--- src/rtl/bus_dma_master.sv ---
// Word-copy DMA master: CPU-programmed SRC/DST/LEN, copies LEN words as read/write beat pairs
// over the valid/ready memory bus once the arbiter grants it.
module bus_dma_master #(
    parameter int LEN_WIDTH = 16
) (
    input  logic        clk_i,
    input  logic        rst_ni,
    input  logic        regCS_i,
    input  logic [1:0]  regAddr_i,
    input  logic        regWrite_i,
    input  logic [31:0] regDataIn_i,
    output logic [31:0] regDataOut_o,
    output logic        busRequest_o,
    input  logic        busGrant_i,
    output logic [31:0] mAddress_o,
    output logic [31:0] mDataOut_o,
    input  logic [31:0] mDataIn_i,
    output logic        mValid_o,
    output logic        mInstr_o,
    output logic        mWriteEnable_o,
    input  logic        mReady_i,
    output logic        irq_o
);
    typedef enum logic [2:0] {
        S_IDLE, S_RD_REQ, S_RD_GAP, S_WR_REQ, S_WR_GAP, S_DONE
    } state_e;

    state_e               state_q, state_d;
    logic [31:0]          src_q, src_d, dst_q, dst_d, buf_q, buf_d;
    logic [LEN_WIDTH-1:0] len_q, len_d;
    logic                 done_q, done_d, aborted_q, aborted_d;
    logic                 abort_q, abort_d, irq_en_q, irq_en_d;
    logic                 issued_q, issued_d;
    logic                 busy, reg_wr, req_state;

    assign busy      = (state_q != S_IDLE) && (state_q != S_DONE);
    assign reg_wr    = regCS_i & regWrite_i;
    assign req_state = (state_q == S_RD_REQ) || (state_q == S_WR_REQ);

    // Once a beat is issued it is held even if the grant misbehaves.
    assign mValid_o       = req_state && (busGrant_i || issued_q);
    assign mWriteEnable_o = (state_q == S_WR_REQ);
    assign mAddress_o     = (state_q == S_RD_REQ) ? src_q :
                            (state_q == S_WR_REQ) ? dst_q : 32'd0;
    assign mDataOut_o     = buf_q;
    assign mInstr_o       = 1'b0;
    assign busRequest_o   = busy;
    assign irq_o          = done_q & irq_en_q;

    always_comb begin
        regDataOut_o = 32'd0;
        case (regAddr_i)
            2'd0:    regDataOut_o = src_q;
            2'd1:    regDataOut_o = dst_q;
            2'd2:    regDataOut_o = {{(32-LEN_WIDTH){1'b0}}, len_q};
            default: regDataOut_o = {28'd0, irq_en_q, aborted_q, done_q, busy};
        endcase
    end

    always_comb begin
        state_d   = state_q;
        src_d     = src_q;
        dst_d     = dst_q;
        len_d     = len_q;
        buf_d     = buf_q;
        done_d    = done_q;
        aborted_d = aborted_q;
        abort_d   = abort_q;
        irq_en_d  = irq_en_q;
        issued_d  = mValid_o & ~mReady_i;

        if (reg_wr && !busy) begin
            case (regAddr_i)
                2'd0:    src_d = {regDataIn_i[31:2], 2'b00};
                2'd1:    dst_d = {regDataIn_i[31:2], 2'b00};
                2'd2:    len_d = regDataIn_i[LEN_WIDTH-1:0];
                default: ;
            endcase
        end

        if (reg_wr && regAddr_i == 2'd3) begin
            irq_en_d = regDataIn_i[3];
            if (busy) begin
                if (regDataIn_i[1]) abort_d = 1'b1;
            end else if (regDataIn_i[0]) begin
                // Start wins over clear-done; an empty transfer completes without touching the bus.
                aborted_d = 1'b0;
                abort_d   = 1'b0;
                done_d    = (len_q == '0);
                state_d   = (len_q == '0) ? S_DONE : S_RD_REQ;
            end else if (regDataIn_i[2]) begin
                done_d    = 1'b0;
                aborted_d = 1'b0;
                state_d   = S_IDLE;
            end
        end

        case (state_q)
            S_RD_REQ: if (mValid_o && mReady_i) begin
                buf_d   = mDataIn_i;
                state_d = S_RD_GAP;
            end
            S_RD_GAP: if (!mReady_i) state_d = S_WR_REQ;
            S_WR_REQ: if (mValid_o && mReady_i) begin
                src_d   = src_q + 32'd4;
                dst_d   = dst_q + 32'd4;
                len_d   = len_q - LEN_WIDTH'(1);
                state_d = S_WR_GAP;
            end
            S_WR_GAP: if (!mReady_i) begin
                if (len_q == '0 || abort_d) begin
                    state_d   = S_DONE;
                    done_d    = 1'b1;
                    aborted_d = abort_d;
                    abort_d   = 1'b0;
                end else begin
                    state_d = S_RD_REQ;
                end
            end
            default: ;
        endcase
    end

    always_ff @(posedge clk_i or negedge rst_ni) begin
        if (!rst_ni) begin
            state_q   <= S_IDLE;
            src_q     <= 32'd0;
            dst_q     <= 32'd0;
            len_q     <= '0;
            buf_q     <= 32'd0;
            done_q    <= 1'b0;
            aborted_q <= 1'b0;
            abort_q   <= 1'b0;
            irq_en_q  <= 1'b0;
            issued_q  <= 1'b0;
        end else begin
            state_q   <= state_d;
            src_q     <= src_d;
            dst_q     <= dst_d;
            len_q     <= len_d;
            buf_q     <= buf_d;
            done_q    <= done_d;
            aborted_q <= aborted_d;
            abort_q   <= abort_d;
            irq_en_q  <= irq_en_d;
            issued_q  <= issued_d;
        end
    end
endmodule
--- config.mk ---
export PLATFORM = sky130hd
export DESIGN_NAME = bus_dma_master
export DESIGN_NICKNAME = d
export VERILOG_FILES = /design/src/rtl/bus_dma_master.sv
export SDC_FILE = /design/constraint.sdc
export NUM_CORES = 1
export LEC_CHECK = 0
export CORE_MARGIN = 2
export CORE_UTILIZATION = 30
export CTS_CLUSTER_SIZE = 24
export DETAILED_ROUTE_END_ITERATION = 6
export REMOVE_ABC_BUFFERS = 1
export SKIP_LAST_GASP = 1
export SYNTH_ARGS = -nofsm -noshare
export SYNTH_HDL_FRONTEND = slang
export SYNTH_SLANG_ARGS = --single-unit
export TNS_END_PERCENT = 1
--- constraint.sdc ---
create_clock -name clk_i -period 1.9 [get_ports clk_i]
set_input_delay 0.285 -clock clk_i [delete_from_list [all_inputs] [get_ports clk_i]]
set_output_delay 0.285 -clock clk_i [all_outputs]
set_load 0.03 [all_outputs]
==> summary.txt, run 1 <==
Run status
  • Status: finished with violations
  • Failing checks: negative setup slack

Power
  • Gate power share: 54.9%
  • VDD IR max: 0.000663 V
  • Total chip power: 18.0 mW
  • Sequential fraction of design power: 25.9%
  • Pint: 10.4 mW
  • NetSw: 7.56 mW
  • Pwr Density: 1590 nW/µm²
  • Net Sw Frac: 42.1%
  • Clk pwr share: 19.1%
  • Leakage: 4.86 nW

CTS
  • Clk root buf: clkbuf_16
  • H-tree Lvls: 4
  • CTS tree: done
  • Clock Sinks: 120
  • Worst-path clk slew: 0.06 ns
  • Clock Tree Buf Depth: 2
  • TritonCTS buffer count: 17
  • Worst-skew pair later-pin latency: 0.42 ns

Yosys
  • Synth cell count leaders: nor2_1, dfrtp_1, mux2i_1
  • Mux contribution to synthesized area: 14.9%
  • Area leader, netlist: dfrtp_1
  • Adder-cell share of the synthesized area: 0.504%
  • #FFs+latches synth: 120
  • Synth Area in XOR/XNOR: 0.588%
  • Synth Area in Simple Gates: 22.3%
  • Largest cells by area after synthesis: dfrtp_1, mux2i_1, nor2_1
  • Warnings from Yosys: 0
  • Async set-reset flop share out of synthesis: 100%
  • Cell Area, Synth: 7440 µm²
  • Compound-gate portion of the synthesized area: 17.1%
  • Post-Syn Instances: 841
  • Ys flop type: dfrtp_1
  • Avg Cell Area, Syn: 8.85 µm²
  • Post-synth EDFFs: 0
  • Sequential share of the synthesized area: 40.3%
  • Synth top area share: 40.3%
  • Count leader, synth: nor2_1
  • Combinational family with the most area after synthesis: simple AND/OR/NAND/NOR gates
  • Unique masters post-synth: 60

Finish
  • Non-Filler Instances: 1461
  • Fin nets: 1199
  • FILL cells: 2344
  • Layout cells sized above 1: 28.9%
  • P&R area growth vs syn: 52.0%
  • # diodes: 0
  • Finished Cell Area: 11300 µm²

STA
  • Final critical-path required period: 2.22 ns
  • Worst-Margin Slew: 0.635 ns
  • Worst setup margin: -0.317 ns
  • FMAX: 451 MHz
  • RSZ-0062 raised after global routing: yes
  • Final Max Slew Viols: 0
  • Clk_skew: 0.00909 ns
  • Hold Vio Cnt, Final: 0
  • Slew HR: 57.6%
  • Period utilization: 117%
  • Final setup fails: 102

Drt
  • Drt initial violations: 750
  • Post-route DRC violation count: 0
  • DRT Pass-1 Iters: 5
  • DR vias: 7797
  • Routed WL: 27.7 mm
  • Routed Antenna Nets: 0
  • Wire per inst: 18.9 µm
  • Vias per cell: 5.34

Setup path
  • Largest delay share family, worst path: multiplexers
  • Critical Path Fanout Max: 2
  • Reg2Reg Launch Point: src_q[24]
  • CP peak stage delay: 0.51 ns
  • Critical Path AT: 1.93 ns
  • CP startpoint kind: register
  • CP max stage cell: mux4_2
  • Worst-path cell chain: xor2_2 > nor2_2 > inv_1 > mux4_2 > buf_12
  • WS Path Type: reg -> out
  • Crit. Startpoint: state_q[2]
  • CP bufs+invs: 2
  • Critical path required time: 1.62 ns
  • Crit end category: output pin

Global route
  • Remaining global-route overflow: 0
  • Initial antenna violation count: 1
  • Total Routing Usage GR: 21.3%
  • Vias in the first global route: 7688
  • First-pass GRT wire length: 43.2 mm
  • Largest net degree at the start of global routing: 39

Hold path
  • Hold WC Path Type: in -> async

Floorplan
  • Core area: 24300 µm²
  • Chip width: 162 µm
  • Starting density of the core: 30.6%
  • Die ar.: 26100 µm²
  • Io pins: 173
  • Num rows: 57
  • Die Span Y: 162 µm

Flow run
  • Max Cap Viol: 0

Placed design
  • Placer congestion estimate: 0.915
  • Placed cell count: 1423
  • Port bufs: 171
  • Placed Area: 10600 µm²
  • Hpwl dp: 20.7 mm
-- cells by family (layout without fill, tap and decap cells) --
family	count (synthesis)	in the layout
adder cells (fa/ha/maj)	3	3
other	1	1
AND/OR/NAND/NOR	344	344
flip-flops	120	120
buffers and inverters	78	374
AO/OA/AOI/OAI	188	188
multiplexers	102	102
XOR/XNOR	5	5
-- metrics by stage --
stage	hold slack, ns	setup TNS, ns	util, %	setup WS (ns)
floorplan	-0.0106	-313.53	-	-4.29
global placement	0.298	-17.13	43.7	-0.542
detailed placement	0.301	-19.44	43.7	-0.555
CTS	0.398	-11.53	46.5	-0.312
global route	0.420	-23.69	46.5	-0.372
finish	0.384	-11.69	46.5	-0.317
-- per-layer routing --
layer	GRT usage, %	part of all wire (%)
met5	0	0
met3	4.62	7.8
met4	7.31	2.2
met2	32.9	45
met1	29.4	45
-- layout by cell type (no fill, tap or decap), types with 25 or more instances in the layout --
cell and n:
o21ai_0 41, mux2i_1 65, nor2_1 127, a21oi_1 45
nand4_1 25, dfrtp_1 117, nand2_1 63, nand3_1 28
clkdlybuf4s50_1 102, buf_4 197, buf_12 27, mux2_2 33
-- worst paths after layout --
| path | endpoint | slack [ns] | cells past startpoint |
|---|---|---|---|
| max in group asynchronous | src_q[15] | 0.90 | 3 |
| max reg2reg | src_q[29] | -0.20 | 5 |
| min in group clk_i | mDataOut_o[4] | 0.48 | 2 |
| min reg2reg | mDataOut_o[13] | 0.50 | 1 |
| min | dst_q[0] | 0.38 | 2 |
| max | regDataOut_o[0] | -0.32 | 5 |
-- cell type report --
type	count	area (µm²)	area share, %
multi-input combinational	643	4170	36.8
timing repair buffer	330	3080	27.2
sequential	120	3010	26.6
clock buffer	17	425	3.76
tap	324	405	3.58
clock inverter	15	189	1.67
inverter	12	45.0	0.398
-- power by group through the flow --
| stage | sequential [mW] | combinational [mW] | clock, mW |
|---|---|---|---|
| finish | 4.66 | 9.87 | 3.43 |
| global route | 4.83 | 10.6 | 3.60 |
| CTS | 4.64 | 9.84 | 3.49 |
| detailed placement | 4.71 | 9.66 | 0 |
| global placement | 4.66 | 9.54 | 0 |
| floorplan | 5.68 | 3.97 | 0 |
-- worst reg2reg max path: cells and delay by family (launching register included) --
family / cells / cell delay [ns]
AO/OA/AOI/OAI: 2 / 0.46
flip-flops: 1 / 0.37
AND/OR/NAND/NOR: 3 / 1.18
-- flip-flops by register name, indices dropped and copies added (netlist names), 3 cells and up --
| name | count |
|---|---|
| dst_q | 32 |
| len_q | 16 |
| state_q | 3 |
| src_q | 32 |
| mDataOut_o | 32 |
-- timing repair --
item,4_1_cts,5_1_grt
setup endpoints to repair,79,136
endpoints found under the hold margin,34,0
pin swaps,2,2
gates resized for setup,10,0
hold buffers,1,0
setup buffers,4,1
Power figures use the tool's default switching activity.
==> run 2: changes to the inputs <==
CORE_UTILIZATION = 45   (was 30)
PLACE_DENSITY = 0.76   (was not set)
==> run 2 against run 1 <==
Net effect:
- the run still ends with negative setup slack left
- routed wire length is 4.8% lower
- hold slack worse by 0.020 ns
- highest routed layer unchanged
- die area is 33% lower
- power is 1.8% lower
- register-to-register slack worse by 0.04 ns
==> summary.txt, run 2 (same netlist as run 1, synthesis figures left out) <==
Run status
  • Status: finished with violations
  • Failing checks: negative setup slack

CTS
  • TritonCTS buffer count: 17 (unchanged)
  • Worst-path clk slew: 0.06 ns (about the same)
  • Clock Tree Buf Depth: 2 (unchanged)
  • Clk root buf: clkbuf_16
  • H-tree Lvls: 4 (unchanged)
  • CTS tree: done
  • Worst-skew pair later-pin latency: 0.43 ns (about the same)
  • Clock Sinks: 120 (unchanged)

Global route
  • Remaining global-route overflow: 0 (unchanged)
  • Vias in the first global route: 7600 (-1.1%)
  • Met2 Usage GRT: 48.4% (+15 points)
  • Initial antenna violation count: 0 (-1)
  • Largest net degree at the start of global routing: 45 (+15%)
  • Met1 global-route usage: 38.6% (+9.1 points)
  • Met3 usage: 7.59% (+3.0 points)
  • Total Routing Usage GR: 29.9% (+8.6 points)
  • Gr busiest metal: met2
  • First-pass GRT wire length: 41.2 mm (-4.7%)

Setup path
  • Worst R2R Setup Slack: -0.24 ns (-0.04 ns)
  • Crit end category: output pin
  • CP max stage cell: mux4_2
  • Critical Path Fanout Max: 2 (unchanged)
  • WS Path Type: reg -> out
  • CP startpoint kind: register
  • Worst-path cell chain: buf_6 > xor2_4 > nor2_4 > inv_2 > mux4_2 > buf_12
  • Critical Path AT: 1.91 ns (-0.02 ns)
  • Critical path required time: 1.62 ns (about the same)
  • CP peak stage delay: 0.50 ns (about the same)

Power
  • Pwr Density: 1600 nW/µm² (+0.71%)
  • VDD IR max: 0.000835 V (+26%)
  • Leakage: 4.80 nW (-1.2%)

Finish
  • Finished Cell Area: 11000 µm² (-2.5%)
  • Most frequent cells in the layout: buf_4, nor2_1, dfrtp_1, clkdlybuf4s50_1, mux2i_1
  • Most common library cell in the layout ignoring fill and taps: buf_4
  • Layout cells sized above 1: 28.7% (-0.24 points)
  • # diodes: 0 (unchanged)
  • Non-Filler Instances: 1356 (-7.2%)
  • Multi-input gate area in the final layout: 4180 µm² (+0.27%)
  • FILL cells: 1352 (-42%)
  • Finished Core Util: 67.5% (+21 points)
  • Register Area: 3010 µm² (about the same)
  • P&R area growth vs syn: 48.3%
  • Fin nets: 1198 (-0.083%)

STA
  • FMAX: 455 MHz (+0.83%)
  • Clk_skew: 0.00751 ns (-0.00158 ns)
  • Final setup fails: 111 (+8.8%)
  • Period utilization: 116% (-0.95 points)
  • RSZ-0062 raised after global routing: yes
  • Hold Vio Cnt, Final: 0 (unchanged)
  • Worst-Margin Slew: 0.716 ns (+0.0810 ns)
  • Final Max Slew Viols: 0 (unchanged)
  • Final hold slack: 0.364 ns (-0.0205 ns)
  • Slew HR: 52.2% (-5.4 points)
  • Worst setup margin: -0.299 ns (+0.0181 ns)
  • Final critical-path required period: 2.20 ns (-0.0181 ns)

Floorplan
  • Die ar.: 17600 µm² (-33%)
  • Num rows: 47 (-18%)
  • Io pins: 173 (unchanged)
  • Chip width: 133 µm (-18%)
  • Die Span Y: 133 µm (-18%)
  • Core area: 16300 µm² (-33%)
  • Starting density of the core: 45.5% (+15 points)

Drt
  • Wire per inst: 19.4 µm (+2.6%)
  • Post-route DRC violation count: 0 (unchanged)
  • Routed Antenna Nets: 0 (unchanged)
  • Vias per cell: 5.87 (+10%)
  • DR vias: 7962 (+2.1%)
  • Drt initial violations: 625 (-17%)
  • DRT Pass-1 Iters: 5 (unchanged)
  • Routed WL: 26.4 mm (-4.8%)

Placed design
  • Placed Area: 10300 µm² (-3.1%)
  • Placed cell count: 1314 (-7.7%)
  • Hpwl dp: 19.4 mm (-6.5%)
  • Placer congestion estimate: 0.919 (+0.48%)
  • Port bufs: 171 (unchanged)

Flow run
  • Max Cap Viol: 0 (unchanged)

Hold path
  • Hold WC Path Type: in -> async
## run 2: metal layers
metal	part of all wire [%]	routed length [µm]	vias up
met5	0	0	-
met4	3.0	789	0
met3	8.7	2290	70
li1	-	-	3664
met2	48	12600	443
met1	41	10700	3785
## run 2: path summary, 6_finish.rpt
check	startpoint	endpoint	cells after the start
min in group clk_i	mDataIn_i[23]	mDataOut_o[23]	2
max in group asynchronous	rst_ni	src_q[30]	3
hold reg to reg	mDataOut_o[3]	mDataOut_o[3]	1
setup reg to reg	state_q[0]	src_q[18]	9
hold / removal	rst_ni	issued_q	2
setup / recovery	state_q[0]	regDataOut_o[0]	6
## run 2: stage by stage
stage	worst slack, ns	TNS (ns)	power, mW
6_report	-0.299	-14.80	17.6
5_1_grt	-0.340	-25.83	18.6
4_1_cts	-0.376	-17.91	17.5
3_5_place_dp	-0.574	-27.90	13.9
3_3_place_gp	-0.567	-24.69	13.7
2_1_floorplan	-4.29	-313.53	9.65
## run 2: critical path: cells and delay by family, from the launching register on
kind / cells / cell delay (ns)
simple gates: 1 / 0.10
flops: 1 / 0.39
xor+xnor: 1 / 0.16
mux: 1 / 0.50
buf+inv: 3 / 0.34
## run 2: report_power, final
group | leakage, nW | switching [mW] | internal [mW]
Combinational | 3.15 | 5.20 | 4.33
Sequential | 1.37 | 1.01 | 3.74
Clock | 0.281 | 1.27 | 2.10
## run 2: timing repair
item                                    CTS  global route
gates resized for setup                   6             8
cloned                                    0             0
endpoints found under the setup margin   77           126
buffers inserted                          4             5
hold buffers                              1             0
endpoints found under the hold margin    30             0
pin swaps                                 1             1
## run 2: area by class of cell
class / instances / area share [%]
tap: 220 / 2.49
clock inverter: 14 / 1.59
clock buffer: 18 / 3.98
multi-input combinational: 643 / 37.8
sequential: 120 / 27.2
timing repair buffer: 329 / 26.5
inverter: 12 / 0.408
==> run 3: changes to the inputs <==
CTS_BUF_LIST = sky130_fd_sc_hd__clkbuf_4 sky130_fd_sc_hd__clkbuf_8 sky130_fd_sc_hd__clkbuf_16   (was not set)
==> results of run 3 <==
Same layout as run 2: the final DEF is identical, and so are final timing and power.
